==> src/rtl/transmitter_queue.sv <==
// Outbound side of a ring node: a shared FIFO of {dest, word} entries drained by a
// sequencer that holds each word on its link for hold_cycles, then idles for gap_cycles.
module transmitter_queue #(
  parameter int unsigned width       = 32,
  parameter int unsigned depth       = 4,
  parameter int unsigned hold_cycles = 3,
  parameter int unsigned gap_cycles  = 2
) (
  input  logic                     clk,
  input  logic                     reset,
  input  logic [width-1:0]         in_sig,
  input  logic                     wr_en,
  input  logic [1:0]               dest,
  output logic                     full,
  output logic                     empty,
  output logic [$clog2(depth):0]   count,
  output logic                     drop,
  output logic                     busy,
  output logic [width-1:0]         out_sig_left,
  output logic [width-1:0]         out_sig_right,
  output logic [width-1:0]         out_sig_self,
  output logic                     out_valid_left,
  output logic                     out_valid_right,
  output logic                     out_valid_self
);

  localparam int unsigned aw   = $clog2(depth);
  localparam int unsigned cw   = aw + 1;
  localparam int unsigned ew   = width + 2;
  localparam int unsigned tmax = (hold_cycles > gap_cycles) ? hold_cycles : gap_cycles;
  localparam int unsigned tw   = $clog2(tmax) + 1;

  typedef enum logic [1:0] {IDLE, DRIVE, GAP} state_t;

  state_t            state, state_nxt;
  logic [tw-1:0]     timer, timer_nxt;
  logic [aw-1:0]     wr_ptr, rd_ptr;
  logic [ew-1:0]     mem [depth];
  logic [ew-1:0]     head_c;
  logic              push_c, pop_c;
  logic [cw-1:0]     count_nxt;
  logic [width-1:0]  left_nxt, right_nxt, self_nxt;
  logic              vleft_nxt, vright_nxt, vself_nxt;

  // Accept decision uses the registered (pre-edge) full flag, so a same-edge pop never rescues a write.
  assign push_c    = wr_en && !full && (dest != 2'b11);
  assign count_nxt = count + cw'(push_c) - cw'(pop_c);
  assign head_c    = mem[rd_ptr];

  always_ff @(posedge clk) begin
    if (push_c) mem[wr_ptr] <= {dest, in_sig};
  end

  // State register, timer and pointers
  always_ff @(posedge clk or posedge reset) begin
    if (reset) begin
      state  <= IDLE;
      timer  <= '0;
      wr_ptr <= '0;
      rd_ptr <= '0;
    end else begin
      state  <= state_nxt;
      timer  <= timer_nxt;
      if (push_c) wr_ptr <= wr_ptr + aw'(1);
      if (pop_c)  rd_ptr <= rd_ptr + aw'(1);
    end
  end

  // Next-state logic; timer counts down to 0 on the last cycle of each phase
  always_comb begin
    state_nxt = state;
    timer_nxt = timer;
    pop_c     = 1'b0;
    case (state)
      IDLE: begin
        if (count != '0) begin
          pop_c     = 1'b1;
          state_nxt = DRIVE;
          timer_nxt = tw'(hold_cycles - 1);
        end
      end
      DRIVE: begin
        if (timer == '0) begin
          state_nxt = GAP;
          timer_nxt = tw'(gap_cycles - 1);
        end else begin
          timer_nxt = timer - tw'(1);
        end
      end
      GAP: begin
        if (timer == '0) begin
          if (count != '0) begin
            pop_c     = 1'b1;
            state_nxt = DRIVE;
            timer_nxt = tw'(hold_cycles - 1);
          end else begin
            state_nxt = IDLE;
          end
        end else begin
          timer_nxt = timer - tw'(1);
        end
      end
      default: state_nxt = IDLE;
    endcase
  end

  // Link output next values: load on pop, clear at the end of DRIVE, otherwise hold
  always_comb begin
    left_nxt   = out_sig_left;
    right_nxt  = out_sig_right;
    self_nxt   = out_sig_self;
    vleft_nxt  = out_valid_left;
    vright_nxt = out_valid_right;
    vself_nxt  = out_valid_self;
    if (pop_c) begin
      left_nxt   = '0;
      right_nxt  = '0;
      self_nxt   = '0;
      vleft_nxt  = 1'b0;
      vright_nxt = 1'b0;
      vself_nxt  = 1'b0;
      case (head_c[width+1:width])
        2'b00: begin left_nxt  = head_c[width-1:0]; vleft_nxt  = 1'b1; end
        2'b01: begin self_nxt  = head_c[width-1:0]; vself_nxt  = 1'b1; end
        2'b10: begin right_nxt = head_c[width-1:0]; vright_nxt = 1'b1; end
        default: ;
      endcase
    end else if (state == DRIVE && timer == '0) begin
      left_nxt   = '0;
      right_nxt  = '0;
      self_nxt   = '0;
      vleft_nxt  = 1'b0;
      vright_nxt = 1'b0;
      vself_nxt  = 1'b0;
    end
  end

  // Registered outputs
  always_ff @(posedge clk or posedge reset) begin
    if (reset) begin
      count           <= '0;
      full            <= 1'b0;
      empty           <= 1'b1;
      drop            <= 1'b0;
      busy            <= 1'b0;
      out_sig_left    <= '0;
      out_sig_right   <= '0;
      out_sig_self    <= '0;
      out_valid_left  <= 1'b0;
      out_valid_right <= 1'b0;
      out_valid_self  <= 1'b0;
    end else begin
      count           <= count_nxt;
      full            <= (count_nxt == cw'(depth));
      empty           <= (count_nxt == '0);
      drop            <= wr_en && !push_c;
      busy            <= (state_nxt != IDLE);
      out_sig_left    <= left_nxt;
      out_sig_right   <= right_nxt;
      out_sig_self    <= self_nxt;
      out_valid_left  <= vleft_nxt;
      out_valid_right <= vright_nxt;
      out_valid_self  <= vself_nxt;
    end
  end

endmodule

==> config.mk <==
export PLATFORM = sky130hd
export DESIGN_NAME = transmitter_queue
export DESIGN_NICKNAME = d
export VERILOG_FILES = /design/src/rtl/transmitter_queue.sv
export SDC_FILE = /design/constraint.sdc
export NUM_CORES = 1
export LEC_CHECK = 0
export BUFFER_PORTS_ARGS = -buffer_cell sky130_fd_sc_hd__buf_2
export CAP_MARGIN = 40
export CORE_MARGIN = 4
export CORE_UTILIZATION = 45
export CTS_BUF_LIST = sky130_fd_sc_hd__clkbuf_8
export DETAILED_ROUTE_END_ITERATION = 7
export PLACE_DENSITY = 0.64
export SYNTH_ARGS = -nofsm -noshare
export SYNTH_HDL_FRONTEND = slang
export SYNTH_SLANG_ARGS = --single-unit
==> constraint.sdc <==
create_clock -name clk -period 10.9 [get_ports clk]
set_input_delay 2.18 -clock clk [delete_from_list [all_inputs] [get_ports clk]]
set_output_delay 2.18 -clock clk [all_outputs]
set_load 0.02 [all_outputs]
==> results of run 1 <==
## sequential cells by signal, indices dropped and copies added, names as in the netlist
name / flops
out_sig_self: 32
out_valid_right: 1
busy: 1
full: 1
out_sig_right: 32
mem: 136
wr_ptr: 2
rd_ptr: 2
empty: 1
out_valid_self: 1
out_valid_left: 1
state: 2
out_sig_left: 32
drop: 1
count: 3
timer: 3
## power groups by stage
stage               Combinational (mW)  Clock (mW)  Sequential (mW)
CTS                               1.37       0.777             1.42
detailed placement                1.36           0             1.44
finish                            1.35       0.753             1.42
global placement                  1.26           0             1.44
global route                      1.46       0.823             1.45
floorplan                        0.722           0             1.61
## layer usage
layer,part of all wire (%),GRT usage (%)
met2,52,30.4
met4,1.6,5.05
met1,41,22.2
met5,0.10,0
met3,5.0,4.12
## cell families (layout without fill, tap and decap cells)
kind of cell               count (synthesis)  after routing  synth area share, %
AOI/OAI and AO/OA                        116            116                 10.4
and+or+nand+nor                           28             28                 1.84
DFF                                      251            251                 74.8
xor gates and xnor gates                   5              5                0.470
other                                      0              2                    0
buffers and inverters                     43            238                 2.32
muxes                                     35             35                 8.33
adders and majority gates                 13             13                 1.83
## worst max-delay path: stages
cell and delay [ps]:
buf_2 130, a211oi_1 290, buf_2 230, inv_1 60
ha_1 280, inv_1 50, ha_1 120, inv_1 50
fa_1 370, xnor2_1 150, xnor2_1 220, nor3b_1 210
## worst paths after layout
kind                                     start  cells past startpoint  slack (ps)          endpoint
max in group asynchronous                reset                      3        7880  out_sig_left[25]
worst max-delay path                   dest[0]                     12        6980              full
min in group asynchronous                reset                      2        1800   out_sig_left[0]
worst max register to register        state[0]                     12        7730              full
worst min register to register  out_valid_left                      1         470    out_valid_left
worst min-delay path            out_valid_left                      1         470    out_valid_left
## cell type report
class | instances | area (um^2)
Timing Repair Buffer | 154 | 928
Multi-Input combinational cell | 197 | 2150
Clock buffer | 50 | 688
Antenna cell | 2 | 5.00
Clock inverter | 20 | 85.1
Inverter | 14 | 55.1
Fill cell | 1583 | 9080
Tap cell | 270 | 338
Sequential cell | 251 | 6970
## cells in the mapped netlist, drive strengths merged (4+ instances only)
| cell | number |
|---|---|
| clkbuf | 13 |
| dfrtp | 114 |
| edfxtp | 136 |
| nor2 | 7 |
| a21oi | 4 |
| inv | 14 |
| and2 | 4 |
| ha | 12 |
| mux4 | 34 |
| o21ai | 6 |
| a22o | 96 |
| xnor2 | 4 |
| buf | 16 |
==> impl_metrics.toml, run 1 <==
[worst_setup_path]
start_kind = "input port"
worstSetupPathType = "in -> reg"
worstPathMaxFanout = 8
cp.arrival_ps = 4350
end_kind = "register"
cp.required_ps = 11330

[pwr]
intPower_mw = 2.22
power_switching_mw = 1.30
switching_share_pct = 36.9
leakage_nw = 4.86
power_frac_seq_pct = 40.3
p_comb_share_pct = 38.3
clockPowerShare_pct = 21.4
power_mw = 3.52
power.density_nw_per_um2 = 314
max-vdd-ir-drop_mv = 0.126

[die]
start_util_pct = 45.9
die_h_um = 152
core_um2 = 20300
die_w_um = 152
num_io_pins = 143
die_area_um2 = 23100
row_count = 52

[sta]
slew_headroom_pct = 42.6
setup_viol = 0
holdWs_ps = 474
fin_skew_ps = 17.1
layout_min_cycle_time_ps = 3920
drv_slew = 0
tightest_slew_ps = 861
fmax_mhz = 255
rsz0062_at_grt = "no"
setup_ws_ps = 6980
tns_ps = 0
final-hold-violation-count = 0
period_share_pct = 36.0

[placed_design]
dp_slack_ps = 6070
dp_hpwl_um = 13300
dpl_cell_area_um2 = 10400
dp.cells = 885
port_buffers = 142
gp_congestion = 0.717

[clock_tree]
cts_setup_buffers = 0
cts_buffers = 40
postCtsHoldBufs = 0
htreeDepth = 2
cts.sinks = 251
clkLatencyLatePin_ps = 520
tritoncts = "done"
cts_root_buf = "clkbuf_8"
clockBufferDepth = 3
ctsResizeCount = 0
clk_pin_slew_ps = 60

[synth]
synth_cell_types = 43
synthFlopType = "edfxtp_1"
synth_largest_area_cell = "edfxtp_1"
yosys-top-cells-area = "edfxtp_1, dfrtp_1, a22o_1"
synth_nets = 541
netlist_area_um2 = 9310
synth-edff-count = 136
synth-async-reset-ratio_pct = 45.8
syn_area_per_cell_um2 = 19.0
synth_top_area_share_pct = 43.9
yosysWarnings = 0
synthCells = 491
ys_seq_area_share_pct = 74.8
ys_seq_elements = 251

[final_layout]
syn_to_final_growth_pct = 20.5
final_cell_mix = "buf_2, edfxtp_1, dfrtp_1, a22o_1, clkbuf_8"
mostFrequentLayoutCell = "buf_2"
final_core_util_pct = 55.3
layout.cells.non_filler = 958
final_area_um2 = 11200
drive_above_1_share_pct = 37.5
nets = 708

[grt]
grt_max_degree = 59
grt_pass1_wl_um = 32000
grt_pass1_vias = 5581
track_usage_pct = 17.5
antenna_found_initial = 2
grt-ovfl-total = 0

[worst_hold_path]
worstHoldPathType = "reg -> reg"

[run]
maxCapViolCount = 0

[routing]
drtPass1Iterations = 4
routed_wirelength_um = 20100
ant_nets = 0
vias_per_cell = 5.38
drt_iter0_drc = 262
post_drt_wl_per_cell_um = 20.9
num_vias = 5151
drc = 0

[status]
outcome = "completed"
Note: power is estimated with default switching activity, not from simulation.
==> inputs of run 2 (changes only) <==
ABC_AREA = 1   (was not set)
PLACE_DENSITY = 0.63   (was 0.64)
clock period = 4 ns   (was 10.9 ns; I/O delays follow)
==> run 2 against run 1 <==
Net effect: global-route usage increased by 1.9 points; final cell count grew 64%; die area increased by 13%; via count grew 47%; critical path type is now reg -> reg; largest cell class unchanged; highest routed layer unchanged.
==> impl_metrics.toml, run 2 <==
[run]
maxCapViolCount = 0

[sta]
tightest_slew_ps = 871
rsz0062_at_grt = "no"
fin_skew_ps = 23.9
fmax_mhz = 388
drv_slew = 0
tns_ps = 0
layout_min_cycle_time_ps = 2570
period_share_pct = 64.4
setup_viol = 0
setup_ws_ps = 1430
slew_headroom_pct = 41.8
final-hold-violation-count = 0

[clock_tree]
tritoncts = "done"
cts.sinks = 251
ctsResizeCount = 0
clk_pin_slew_ps = 60
postCtsHoldBufs = 0
cts_setup_buffers = 0
cts_root_buf = "clkbuf_8"
clkLatencyLatePin_ps = 530
cts_buffers = 44
htreeDepth = 2
clockBufferDepth = 3

[pwr]
max-vdd-ir-drop_mv = 0.356
leakage_nw = 6.51
power.density_nw_per_um2 = 772

[status]
outcome = "completed"

[grt]
track_usage_pct = 19.4
antenna_found_initial = 3
grt_pass1_wl_um = 40100
grt-ovfl-total = 0
grt_max_degree = 68
grt_pass1_vias = 7294

[synth]
yosys-top-cells-count = "nand2_1, inv_1, nand3_1, edfxtp_1, dfrtp_1"
netlist_area_um2 = 10600
synth_nets = 1127
synth_largest_area_cell = "edfxtp_1"
yosys-top-cells-area = "edfxtp_1, dfrtp_1, nand2_1"
synth_top_area_share_pct = 38.5
ys_seq_elements = 251
synth.most_common_cell = "nand2_1"
synth-edff-count = 136
yosysWarnings = 0
ys_seq_area_share_pct = 65.6
synth_cell_types = 28
synthFlopType = "edfxtp_1"
synthCells = 1077
syn_area_per_cell_um2 = 9.86
synth-async-reset-ratio_pct = 45.8

[placed_design]
dp_slack_ps = 992
dp.cells = 1491
dpl_cell_area_um2 = 11600
port_buffers = 142
gp_congestion = 0.773
dp_hpwl_um = 15800

[final_layout]
final_cell_mix = "nand2_1, inv_1, buf_2, nand3_1, edfxtp_1"
drive_above_1_share_pct = 18.5
largest_reg_flops = 136
nets = 1274
final_area_um2 = 12400
layout.cells.non_filler = 1571
syn_to_final_growth_pct = 17.2
multi_input_area_um2 = 2790
fillers = 2098
regArea_um2 = 6960
diodes = 0
regMostFlops = "mem"
mostFrequentLayoutCell = "nand2_1"

[routing]
drt_iter0_drc = 567
drc = 0
vias_per_cell = 4.82
ant_nets = 0
routed_wirelength_um = 25300
post_drt_wl_per_cell_um = 16.1
num_vias = 7574
drtPass1Iterations = 5

[worst_setup_path]
cp.arrival_ps = 3040
worstSetupPathType = "reg -> reg"
worstPathMaxFanout = 34
end_kind = "register"
r2r_end = "out_sig_self[25]"
start_kind = "register"
r2r_slack_ps = 1430
cp.required_ps = 4470
reg2reg_depth = 8
r2r_start = "rd_ptr[0]"

[die]
core_um2 = 22900
die_h_um = 162
die_w_um = 162
die_area_um2 = 26100
row_count = 55
start_util_pct = 46.3
num_io_pins = 143

[worst_hold_path]
worstHoldPathType = "in -> async"
[run 2: changes by cell type in the layout (fill, tap and decap cells not counted), moves of 33 or more]
cell     previous run  this run
nand3_1             1       140
inv_1              25       172
nand4_1             0        33
mux4_2             34         0
a22o_1             96         0
nand2_1             2       392
[run 2: stage by stage]
stage,hold slack (ps),util (%),power [mW]
3_3_place_gp,450,50.4,7.36
6_report,191,54.3,9.60
5_1_grt,185,54.3,10.3
3_5_place_dp,455,50.7,7.52
2_1_floorplan,494,-,6.34
4_1_cts,163,54.3,9.70
[run 2: worst max-delay path: stages, from the launching register on]
cell     delay (ps)
dfrtp_2         610
inv_2           360
nand2_1         120
nand3_1         100
nand2_2          50
buf_4           260
nor2_4          710
nand3_1         160
nand2_1         100
[run 2: cell families (layout without fill, tap and decap cells)]
family / Yosys count / count (layout) / share of synthesized area (%)
xor+xnor: 4 / 4 / 0.330
simple gates: 588 / 588 / 23.7
fa+ha+maj: 13 / 13 / 1.60
compound gates: 8 / 8 / 0.377
buf+inv: 213 / 394 / 8.43
flops: 251 / 251 / 65.6
[run 2: worst max-delay path by stage]
stage	from	end
floorplan	reset	busy
global placement	dest[0]	empty
detailed placement	dest[0]	empty
CTS	rd_ptr[0]	out_sig_self[13]
global route	rd_ptr[0]	out_sig_self[7]
finish	rd_ptr[0]	out_sig_self[25]
[run 2: area by class of cell]
cell class	count	share of cell area, %
clock inverter	29	0.945
tap	313	3.15
sequential	251	56.0
timing repair buffer	157	7.14
clock buffer	51	5.64
inverter	157	4.76
multi-input combinational	613	22.4
[run 2: report_power, final]
group | total, mW | switching [mW] | internal (mW)
registers | 3.53 | 0.273 | 3.26
clock network | 2.16 | 1.00 | 1.16
logic | 3.91 | 2.87 | 1.04
total | 9.60 | 4.15 | 5.46
[run 2: per-layer routing]
metal	up-vias	track usage, %	part of all wire [%]
met5	-	0	0.13
met4	6	5.54	1.9
met3	39	3.83	6.9
met2	225	29.6	44
met1	3580	28.5	47
li1	3724	-	-
